$ cat src/rtl/power_domain_responder_if.sv
// ----------------------------------------------------------------------------
// power_domain_responder_if
// Bundle of power-sequencing signals between the power manager and the
// domain-side responder.
//   master : power manager side (drives sequencing, observes domain status)
//   slave  : domain responder side (observes sequencing, returns status)
// Sequencing : clk_enable, isolation_enable (active low),
//              state_retention_enable (save pulse),
//              state_retention_restore (active-low restore pulse),
//              power_switch_enable (1 = switch open), error_clear
// Status     : domain_state[2:0], power_good, saved_valid, restored,
//              domain_clk_en, protocol_error, error_code[2:0]
// ----------------------------------------------------------------------------
interface power_domain_responder_if;
    logic       clk_enable;
    logic       isolation_enable;
    logic       state_retention_enable;
    logic       state_retention_restore;
    logic       power_switch_enable;
    logic       error_clear;
    logic [2:0] domain_state;
    logic       power_good;
    logic       saved_valid;
    logic       restored;
    logic       domain_clk_en;
    logic       protocol_error;
    logic [2:0] error_code;

    modport master (
        output clk_enable, isolation_enable, state_retention_enable,
               state_retention_restore, power_switch_enable, error_clear,
        input  domain_state, power_good, saved_valid, restored,
               domain_clk_en, protocol_error, error_code
    );

    modport slave (
        input  clk_enable, isolation_enable, state_retention_enable,
               state_retention_restore, power_switch_enable, error_clear,
        output domain_state, power_good, saved_valid, restored,
               domain_clk_en, protocol_error, error_code
    );
endinterface

$ cat src/rtl/power_domain_responder.sv
// ----------------------------------------------------------------------------
// power_domain_responder
// Domain-side end of the power-sequencing interface. Edge-detects the
// manager's sequencing signals, tracks the switchable domain's state
// (ON, CLK_GATED, ISOLATED, SAVED, RAMP_DOWN, OFF, RAMP_UP), models the
// switch ramp delays and flags out-of-order sequencing as a sticky error.
// Ports:
//   clk   : clock, all state updates on the rising edge
//   reset : asynchronous, active-high reset
//   pd    : sequencing/status bundle (slave modport)
// ----------------------------------------------------------------------------
module power_domain_responder #(
    parameter int RAMP_DOWN_CYCLES = 4,
    parameter int RAMP_UP_CYCLES   = 6,
    parameter int CNT_W            = 4
) (
    input  logic                      clk,
    input  logic                      reset,
    power_domain_responder_if.slave   pd
);

    localparam logic [2:0] ST_ON        = 3'd0;
    localparam logic [2:0] ST_CLK_GATED = 3'd1;
    localparam logic [2:0] ST_ISOLATED  = 3'd2;
    localparam logic [2:0] ST_SAVED     = 3'd3;
    localparam logic [2:0] ST_RAMP_DOWN = 3'd4;
    localparam logic [2:0] ST_OFF       = 3'd5;
    localparam logic [2:0] ST_RAMP_UP   = 3'd6;

    localparam logic [CNT_W-1:0] DOWN_LAST = CNT_W'(RAMP_DOWN_CYCLES - 1);
    localparam logic [CNT_W-1:0] UP_LAST   = CNT_W'(RAMP_UP_CYCLES - 1);

    logic [2:0]       state_q, state_d;
    logic [CNT_W-1:0] cnt_q, cnt_d;
    logic             pg_q, pg_d;
    logic             sv_q, sv_d;
    logic             rstd_q, rstd_d;
    logic             err_q, err_d;
    logic [2:0]       code_q, code_d;

    // Previous-cycle copies of the sequencing inputs for edge detection.
    logic ce_q, iso_q, save_q, rest_q, sw_q;

    logic ev_clk_off, ev_clk_on, ev_iso_on, ev_iso_off;
    logic ev_save, ev_restore, ev_sw_off, ev_sw_on;
    logic [7:0] evs;
    logic       ev_any, ev_multi;
    logic [2:0] ev_code;
    logic       bad;
    logic [2:0] bad_code;

    assign ev_clk_off = ce_q & ~pd.clk_enable;
    assign ev_clk_on  = ~ce_q & pd.clk_enable;
    assign ev_iso_on  = iso_q & ~pd.isolation_enable;
    assign ev_iso_off = ~iso_q & pd.isolation_enable;
    assign ev_save    = ~save_q & pd.state_retention_enable;
    assign ev_restore = rest_q & ~pd.state_retention_restore;
    assign ev_sw_off  = ~sw_q & pd.power_switch_enable;
    assign ev_sw_on   = sw_q & ~pd.power_switch_enable;

    assign evs      = {ev_clk_off, ev_clk_on, ev_iso_on, ev_iso_off,
                       ev_save, ev_restore, ev_sw_off, ev_sw_on};
    assign ev_any   = |evs;
    // More than one bit set: clearing the lowest set bit leaves something.
    assign ev_multi = |(evs & (evs - 8'd1));

    // Code for a single out-of-place event outside ON (lowest applicable).
    assign ev_code = ev_save                 ? 3'd2 :
                     ev_restore              ? 3'd3 :
                     (ev_sw_off | ev_sw_on)  ? 3'd4 :
                     (ev_iso_on | ev_iso_off)? 3'd5 : 3'd6;

    always_comb begin
        state_d  = state_q;
        cnt_d    = cnt_q;
        pg_d     = pg_q;
        sv_d     = sv_q;
        rstd_d   = 1'b0;
        err_d    = err_q;
        code_d   = code_q;
        bad      = 1'b0;
        bad_code = 3'd0;

        if (ev_multi) begin
            bad      = 1'b1;
            bad_code = 3'd7;
        end else begin
            case (state_q)
                ST_ON: begin
                    if (ev_clk_off) begin
                        state_d = ST_CLK_GATED;
                    end else if (ev_iso_on | ev_save | ev_restore | ev_sw_off | ev_sw_on) begin
                        bad      = 1'b1;
                        bad_code = 3'd1;
                    end else if (ev_iso_off) begin
                        bad      = 1'b1;
                        bad_code = 3'd5;
                    end
                    // clk_on while already ON is harmless and ignored.
                end
                ST_CLK_GATED: begin
                    if (ev_iso_on)      state_d = ST_ISOLATED;
                    else if (ev_clk_on) state_d = ST_ON;
                    else if (ev_any)    begin bad = 1'b1; bad_code = ev_code; end
                end
                ST_ISOLATED: begin
                    if (ev_save) begin
                        state_d = ST_SAVED;
                        sv_d    = 1'b1;
                    end else if (ev_iso_off) begin
                        state_d = ST_CLK_GATED;
                    end else if (ev_any) begin
                        bad = 1'b1; bad_code = ev_code;
                    end
                end
                ST_SAVED: begin
                    if (ev_sw_off) begin
                        state_d = ST_RAMP_DOWN;
                        pg_d    = 1'b0;
                        cnt_d   = '0;
                    end else if (ev_restore && sv_q) begin
                        state_d = ST_ISOLATED;
                        rstd_d  = 1'b1;
                        sv_d    = 1'b0;
                    end else if (ev_any) begin
                        bad = 1'b1; bad_code = ev_code;
                    end
                end
                ST_RAMP_DOWN: begin
                    if (ev_sw_on) begin
                        state_d = ST_RAMP_UP;
                        cnt_d   = '0;
                    end else begin
                        // The physical ramp keeps going even if a stray
                        // event is flagged this cycle.
                        if (ev_any) begin bad = 1'b1; bad_code = ev_code; end
                        if (cnt_q == DOWN_LAST) begin
                            state_d = ST_OFF;
                            cnt_d   = '0;
                        end else begin
                            cnt_d = cnt_q + 1'b1;
                        end
                    end
                end
                ST_OFF: begin
                    if (ev_sw_on) begin
                        state_d = ST_RAMP_UP;
                        cnt_d   = '0;
                    end else if (ev_any) begin
                        bad = 1'b1; bad_code = ev_code;
                    end
                end
                ST_RAMP_UP: begin
                    if (ev_sw_off) begin
                        state_d = ST_RAMP_DOWN;
                        cnt_d   = '0;
                    end else begin
                        if (ev_any) begin bad = 1'b1; bad_code = ev_code; end
                        if (cnt_q == UP_LAST) begin
                            state_d = ST_SAVED;
                            pg_d    = 1'b1;
                            cnt_d   = '0;
                        end else begin
                            cnt_d = cnt_q + 1'b1;
                        end
                    end
                end
                default: begin
                    state_d = ST_ON;
                    pg_d    = 1'b1;
                    cnt_d   = '0;
                end
            endcase
        end

        // A new error beats a simultaneous clear and refreshes the code.
        if (bad) begin
            err_d = 1'b1;
            if (!err_q || pd.error_clear) code_d = bad_code;
        end else if (pd.error_clear) begin
            err_d  = 1'b0;
            code_d = 3'd0;
        end
    end

    always_ff @(posedge clk or posedge reset) begin
        if (reset) begin
            state_q <= ST_ON;
            cnt_q   <= '0;
            pg_q    <= 1'b1;
            sv_q    <= 1'b0;
            rstd_q  <= 1'b0;
            err_q   <= 1'b0;
            code_q  <= 3'd0;
            ce_q    <= 1'b1;
            iso_q   <= 1'b1;
            save_q  <= 1'b0;
            rest_q  <= 1'b1;
            sw_q    <= 1'b0;
        end else begin
            state_q <= state_d;
            cnt_q   <= cnt_d;
            pg_q    <= pg_d;
            sv_q    <= sv_d;
            rstd_q  <= rstd_d;
            err_q   <= err_d;
            code_q  <= code_d;
            ce_q    <= pd.clk_enable;
            iso_q   <= pd.isolation_enable;
            save_q  <= pd.state_retention_enable;
            rest_q  <= pd.state_retention_restore;
            sw_q    <= pd.power_switch_enable;
        end
    end

    assign pd.domain_state   = state_q;
    assign pd.power_good     = pg_q;
    assign pd.saved_valid    = sv_q;
    assign pd.restored       = rstd_q;
    assign pd.domain_clk_en  = ce_q & pg_q;
    assign pd.protocol_error = err_q;
    assign pd.error_code     = code_q;

endmodule

$ cat src/flat_wrapper.sv
// flat-port wrapper written by rule: the top's interface ports become plain ports
module power_domain_responder_flat 
#(
    parameter int RAMP_DOWN_CYCLES = 4,
    parameter int RAMP_UP_CYCLES   = 6,
    parameter int CNT_W            = 4
)
  (clk, reset, pd_clk_enable, pd_isolation_enable, pd_state_retention_enable, pd_state_retention_restore, pd_power_switch_enable, pd_error_clear, pd_domain_state, pd_power_good, pd_saved_valid, pd_restored, pd_domain_clk_en, pd_protocol_error, pd_error_code);
  power_domain_responder_if pd_i ();
  input  logic clk;
  input  logic reset;
  input wire logic [$bits(pd_i.clk_enable)-1:0] pd_clk_enable;
  input wire logic [$bits(pd_i.isolation_enable)-1:0] pd_isolation_enable;
  input wire logic [$bits(pd_i.state_retention_enable)-1:0] pd_state_retention_enable;
  input wire logic [$bits(pd_i.state_retention_restore)-1:0] pd_state_retention_restore;
  input wire logic [$bits(pd_i.power_switch_enable)-1:0] pd_power_switch_enable;
  input wire logic [$bits(pd_i.error_clear)-1:0] pd_error_clear;
  output wire logic [$bits(pd_i.domain_state)-1:0] pd_domain_state;
  output wire logic [$bits(pd_i.power_good)-1:0] pd_power_good;
  output wire logic [$bits(pd_i.saved_valid)-1:0] pd_saved_valid;
  output wire logic [$bits(pd_i.restored)-1:0] pd_restored;
  output wire logic [$bits(pd_i.domain_clk_en)-1:0] pd_domain_clk_en;
  output wire logic [$bits(pd_i.protocol_error)-1:0] pd_protocol_error;
  output wire logic [$bits(pd_i.error_code)-1:0] pd_error_code;
  assign pd_i.clk_enable = pd_clk_enable;
  assign pd_i.isolation_enable = pd_isolation_enable;
  assign pd_i.state_retention_enable = pd_state_retention_enable;
  assign pd_i.state_retention_restore = pd_state_retention_restore;
  assign pd_i.power_switch_enable = pd_power_switch_enable;
  assign pd_i.error_clear = pd_error_clear;
  assign pd_domain_state = pd_i.domain_state;
  assign pd_power_good = pd_i.power_good;
  assign pd_saved_valid = pd_i.saved_valid;
  assign pd_restored = pd_i.restored;
  assign pd_domain_clk_en = pd_i.domain_clk_en;
  assign pd_protocol_error = pd_i.protocol_error;
  assign pd_error_code = pd_i.error_code;
  power_domain_responder #(.RAMP_DOWN_CYCLES(RAMP_DOWN_CYCLES), .RAMP_UP_CYCLES(RAMP_UP_CYCLES), .CNT_W(CNT_W)) u_core (.clk(clk), .reset(reset), .pd(pd_i));
endmodule
$ cat config.mk
export PLATFORM = sky130hd
export DESIGN_NAME = power_domain_responder_flat
export DESIGN_NICKNAME = d
export VERILOG_FILES = /design/src/rtl/power_domain_responder_if.sv /design/src/rtl/power_domain_responder.sv /design/src/flat_wrapper.sv
export SDC_FILE = /design/constraint.sdc
export NUM_CORES = 1
export LEC_CHECK = 0
export CORE_AREA = 2 2 53 55
export CTS_CLUSTER_DIAMETER = 100
export DETAILED_ROUTE_END_ITERATION = 10
export DIE_AREA = 0 0 55 57
export PLACE_DENSITY_LB_ADDON = 0.2
export SLEW_MARGIN = 20
export SYNTH_ARGS = -nofsm -noshare
export SYNTH_HDL_FRONTEND = slang
export SYNTH_SLANG_ARGS = --single-unit
$ cat constraint.sdc
create_clock -name clk -period 6.9 [get_ports clk]
set_clock_uncertainty 0.05 [all_clocks]
set_input_delay 0.69 -clock clk [delete_from_list [all_inputs] [get_ports clk]]
set_output_delay 0.69 -clock clk [all_outputs]
set_load 0.01 [all_outputs]
; Yosys cells after proc, flatten, opt, wreduce, memory -nomap -nowiden
; Index checks and enable logic that the tools add are counted.
[classes]
addsub = 2
eq_ne = 22
mux = 69
n_bitwise = 27
reduce_logical = 16
[ops]
columns = operator, count
row1 = 3-bit 2-to-1 mux, 31
row2 = 1-bit 2-to-1 mux, 25
row3 = 4-bit 2-to-1 mux, 6
row4 = 3-bit one-hot mux with 7 select lines, 1
row5 = 4-bit one-hot mux with 5 select lines, 1
row6 = 3-bit one-hot mux with 6 select lines, 1
row7 = 8-bit OR reduction, 2
row8 = "3-bit by 1-bit inequality test with 1-bit output, second input constant", 5
row9 = "2-bit by 1-bit inequality test with 1-bit output, second input constant", 6
row10 = 1-bit inverter, 11
row11 = 5-bit AND reduction, 2
row12 = 1-bit bitwise AND, 9
row13 = "3-bit == test, second input constant", 3
row14 = 8-bit bitwise AND, 1
row15 = 8-bit AND reduction, 1
row16 = "8-bit by 1-bit subtractor with 8-bit output, second input constant", 1
row17 = "3-bit by 2-bit == test with 1-bit output, second input constant", 2
row18 = "2-bit inequality test, second input constant", 3
row19 = 1-bit bitwise OR, 6
row20 = 1-bit one-hot mux with 6 select lines, 1
row21 = 5-bit OR reduction, 1
row22 = "4-bit by 1-bit adder with 4-bit output, second input constant", 1
row23 = "4-bit by 2-bit == test with 1-bit output, second input constant", 1
row24 = "4-bit by 3-bit == test with 1-bit output, second input constant", 1
row25 = other kinds (13), 14
[word_totals]
reg_bits = 19
input_bits = 8
elab_cells = 148

; Logic depth before layout (Yosys ltp)
[depth]
ltp_word = 14
ltp_mapped = 10
ltp_nobuf = 8

; Worst setup path before layout
; No wires, ideal clock.
[synth_path]
path_kind = input port to flip-flop
from = in pd_clk_enable
to = reg u_core.cnt_q[3]
setup_time_ns = 0.095
arrival_time_ns = 2.440
t_required_ns = 6.755
slack_ns = 4.315
path_stages = 9
cell_sequence = inv_1 > ha_1 > a21oi_1 > nor3b_2 > a211oi_1 > or3_1 > clkbuf_2 > or3_4 > o31ai_1
[synth_via]
elab_chain_cells = 7
word_cells_on_any_way = 8
classes_between = add/sub (1) / bitwise (5) / reduce/logical (2)
[synth_rtl]
columns = element, line_no
row1 = from (decl), flat_wrapper.sv:12  ; input wire logic [$bits(pd_i.clk_enable)-1:0] pd_clk_enable;
row2 = 1-bit inverter, power_domain_responder.sv:52  ; assign ev_clk_off = ce_q & ~pd.clk_enable;
row3 = 1-bit bitwise AND, power_domain_responder.sv:52
row4 = 8-bit by 1-bit subtractor with 8-bit output, power_domain_responder.sv:65  ; assign ev_multi = |(evs & (evs - 8'd1));
row5 = 8-bit bitwise AND (*), power_domain_responder.sv:65
row6 = 8-bit OR reduction (*), power_domain_responder.sv:65
row7 = 1-bit inverter (no source line) (*), n/a
row8 = 4-bit AND reduction (no source line) (*), n/a
row9 = to (signal assigned), power_domain_responder.sv:202  ; cnt_q <= cnt_d;
row10 = to (decl), power_domain_responder.sv:34  ; logic [CNT_W-1:0] cnt_q, cnt_d;
; Mark *: on every way between the ends. The rest lies on a longest branch, timed or not.
; A chain may end at the register's enable or synchronous reset.

; Worst setup path in the final report
; Ends and elaborated chain as after synthesis.

==> metrics.cfg <==
[grt]
antenna_found_initial=0
grt_pass1_vias=1182
grt_max_degree=20
grt.total_usage=0.222
grt-ovfl-total=0
grt_pass1_wl_um=5190

[critical_path]
critical_path.startpoint_type=input pin
crit_path_max_fanout=15
regToRegStartpoint=u_core.ce_q
crit_family=simple AND/OR/NAND/NOR gates
cp.required_ps=7080
cp_slowest_cell=or3_1
worstSetupStartpoint=pd_clk_enable
crit_type=input pin to register
crit_arrival_ps=3350
critical_path.max_stage_delay_ps=580
cp_cell_sequence=clkdlybuf4s50_1 -> inv_1 -> ha_1 -> a21oi_1 -> nor3b_2 -> a211oi_1 -> or3_1 -> or3_4 -> o31ai_1
worst-path-buf-inv=2
end_kind=register

[timing]
slew_headroom=0.518
slew_violations=0
finalHoldViolCount=0
min_period_over_period=0.460
final.setup.tns_ps=0
period_minus_slack_ps=3170
max_freq_mhz=315
rsz0062_at_grt=false
worst_slew_pin_slew_ps=722
setup-violations-final=0
hold_slack_ps=470

[detailed_routing]
routed_wl_um=3100
wire_per_inst_um=15.4
firstDrtPassIters=4
num_vias=1231
drcViolationCount=0
antenna_left=0
via_per_inst=6.12
drtIter0Drc=52

[logic_synthesis]
syn-num-nets=172
synth-compound-area-share=0.241
synth_top_area_share=0.279
synth_area_per_cell_sq_um=8.61
yosys-top-cells-count=dfrtp_1, inv_1, nand2_1
synthTopCellsByArea=dfrtp_1, dfstp_2, ha_1
yosysUniqueCellTypes=45
synth_top_area_cell=dfrtp_1
synth_fa_ha_area_frac=0.0745
ys_seq_area_frac=0.358
synth_edf_count=0
async_reset_ff_frac=1.00
synth_warnings=0
synth_top_family_by_area=simple AND/OR/NAND/NOR gates
synth-xor-area-share=0
synthSimpleGateAreaFrac=0.243
postSynthCellCount=156
ys.flop_type=dfrtp_1
synth_mux_area_frac=0.0149
syn_area_sq_mm=0.00134
synth-seq-cells=19
synth.most_common_cell=dfrtp_1

[clocking]
cts_hold_buf=0
cts_setup_buffers=0
ctsHtreeMaxLevel=1
cts_root_buf=clkbuf_4
cts.sinks=19
cts.path.max_buffers=2
clk_pin_slew_ps=130
post_cts_resized=0
cts_tree=done
clock_latency_ps=310
cts_made_buffers=3

[final_layout]
syn_to_final_growth_pct=15.3
design_area_sq_mm=0.00155
num_antenna_cells=0
drive_gt1_frac=0.0706
layout.nets=187

[hold_path]
min-delay-start=u_core.cnt_q[3]
hold_path_class=register to register

[floorplanning]
start_util=0.514
die_h_um=57
dieArea_sq_mm=0.00314
placementRows=19
coreArea_sq_mm=0.00262
ios=19
fp.dieW_um=55

[placement]
placed_area_sq_mm=0.00152
gp_congestion=0.885
dpl.hpwl_um=2250
port_buffers=18

[power_and_ir_drop]
peakVddDrop_mv=0.243
powerDensity_mw_per_mm2=328
power.leakage_nw=0.637

[flow_run]
maxCapViolCount=0

[status]
outcome=finished clean

## cell type report
cell class	instances	area [sq um]
Clock buffer	4	26.3
Tap cell	31	38.8
Fill cell	257	1070
Sequential cell	19	480
Multi-Input combinational cell	115	771
Inverter	14	52.6
Timing Repair Buffer	18	180
## flip-flops by register name, summed over array words and instances (netlist names)
signal / cells
u_core.pd.protocol_error: 1
u_core.pd.power_good: 1
u_core.pd.saved_valid: 1
u_core.ce_q: 1
u_core.cnt_q: 4
u_core.sw_q: 1
u_core.save_q: 1
u_core.rest_q: 1
u_core.pd.error_code: 3
u_core.pd.domain_state: 3
u_core.pd.restored: 1
u_core.iso_q: 1
## layout by cell type, fill, tap and decap left out, types with 2 or more instances in the layout
cell type and instances:
a21oi_1 6, clkdlybuf4s50_1 18, dfrtp_1 15, ha_1 8, nor2b_1 10, nand2b_1 2
o21ai_0 10, inv_1 14, nor4_1 3, a21boi_0 3, dfstp_2 4, nor2_1 7
clkbuf_4 3, nand2_1 12, o221ai_1 3, nor3_1 5, or3_1 3, nand3_1 6
o41ai_1 3, a21o_1 2, nor3b_1 2, mux2i_1 2, o31ai_1 5, o211ai_1 3
nand3b_1 2
## routing by layer
layer	global-route usage	wire length, um	share of wire	vias to the layer above
li1	-	-	-	599
met3	0.0340	186	0.060	11
met1	0.304	1410	0.46	575
met4	0.0941	64	0.021	0
met2	0.344	1430	0.46	46
met5	0	0	0	-
## final timing paths
check,to,slack [ps],cells after the start
worst max-delay path,u_core.cnt_q[3],3730,9
worst min-delay path,u_core.cnt_q[3],470,1
worst max register to register,u_core.cnt_q[3],4180,8
worst min register to register,u_core.cnt_q[3],470,1
max in group asynchronous,u_core.sw_q,5600,2
min in group asynchronous,u_core.cnt_q[0],740,2
## worst reg2reg max path, cell delays in order, from the launching register on
cell      delay, ps
dfstp_2         550
inv_1            50
ha_1            190
a21oi_1         190
nor3b_2         250
a211oi_1        100
or3_1           580
or3_4           470
o31ai_1         220
## cells by family (layout without fill, tap and decap cells)
| logic type | after synthesis | count (layout) |
|---|---|---|
| AO/OA/AOI/OAI | 46 | 46 |
| multiplexers | 2 | 2 |
| buffers and inverters | 22 | 36 |
| AND/OR/NAND/NOR | 59 | 59 |
| flip-flops | 19 | 19 |
| adder cells (fa/ha/maj) | 8 | 8 |
## power by group
group	total (mW)	leakage, nW	switching, mW	internal (mW)
Clock	0.0615	0.0150	0.0389	0.0226
Sequential	0.195	0.219	0.0535	0.142
Combinational	0.252	0.402	0.128	0.124
## per-stage QoR
stage / power, mW / worst slack [ps] / utilization / cells
detailed placement: 0.446 / 3410 / 0.582 / 197
floorplan: 0.356 / 4310 / - / 156
finish: 0.508 / 3730 / 0.592 / 201
global route: 0.549 / 3640 / 0.592 / 201
CTS: 0.505 / 3730 / 0.592 / 201
global placement: 0.441 / 3570 / 0.582 / 197
No activity file was read; power rests on OpenSTA's default activity.
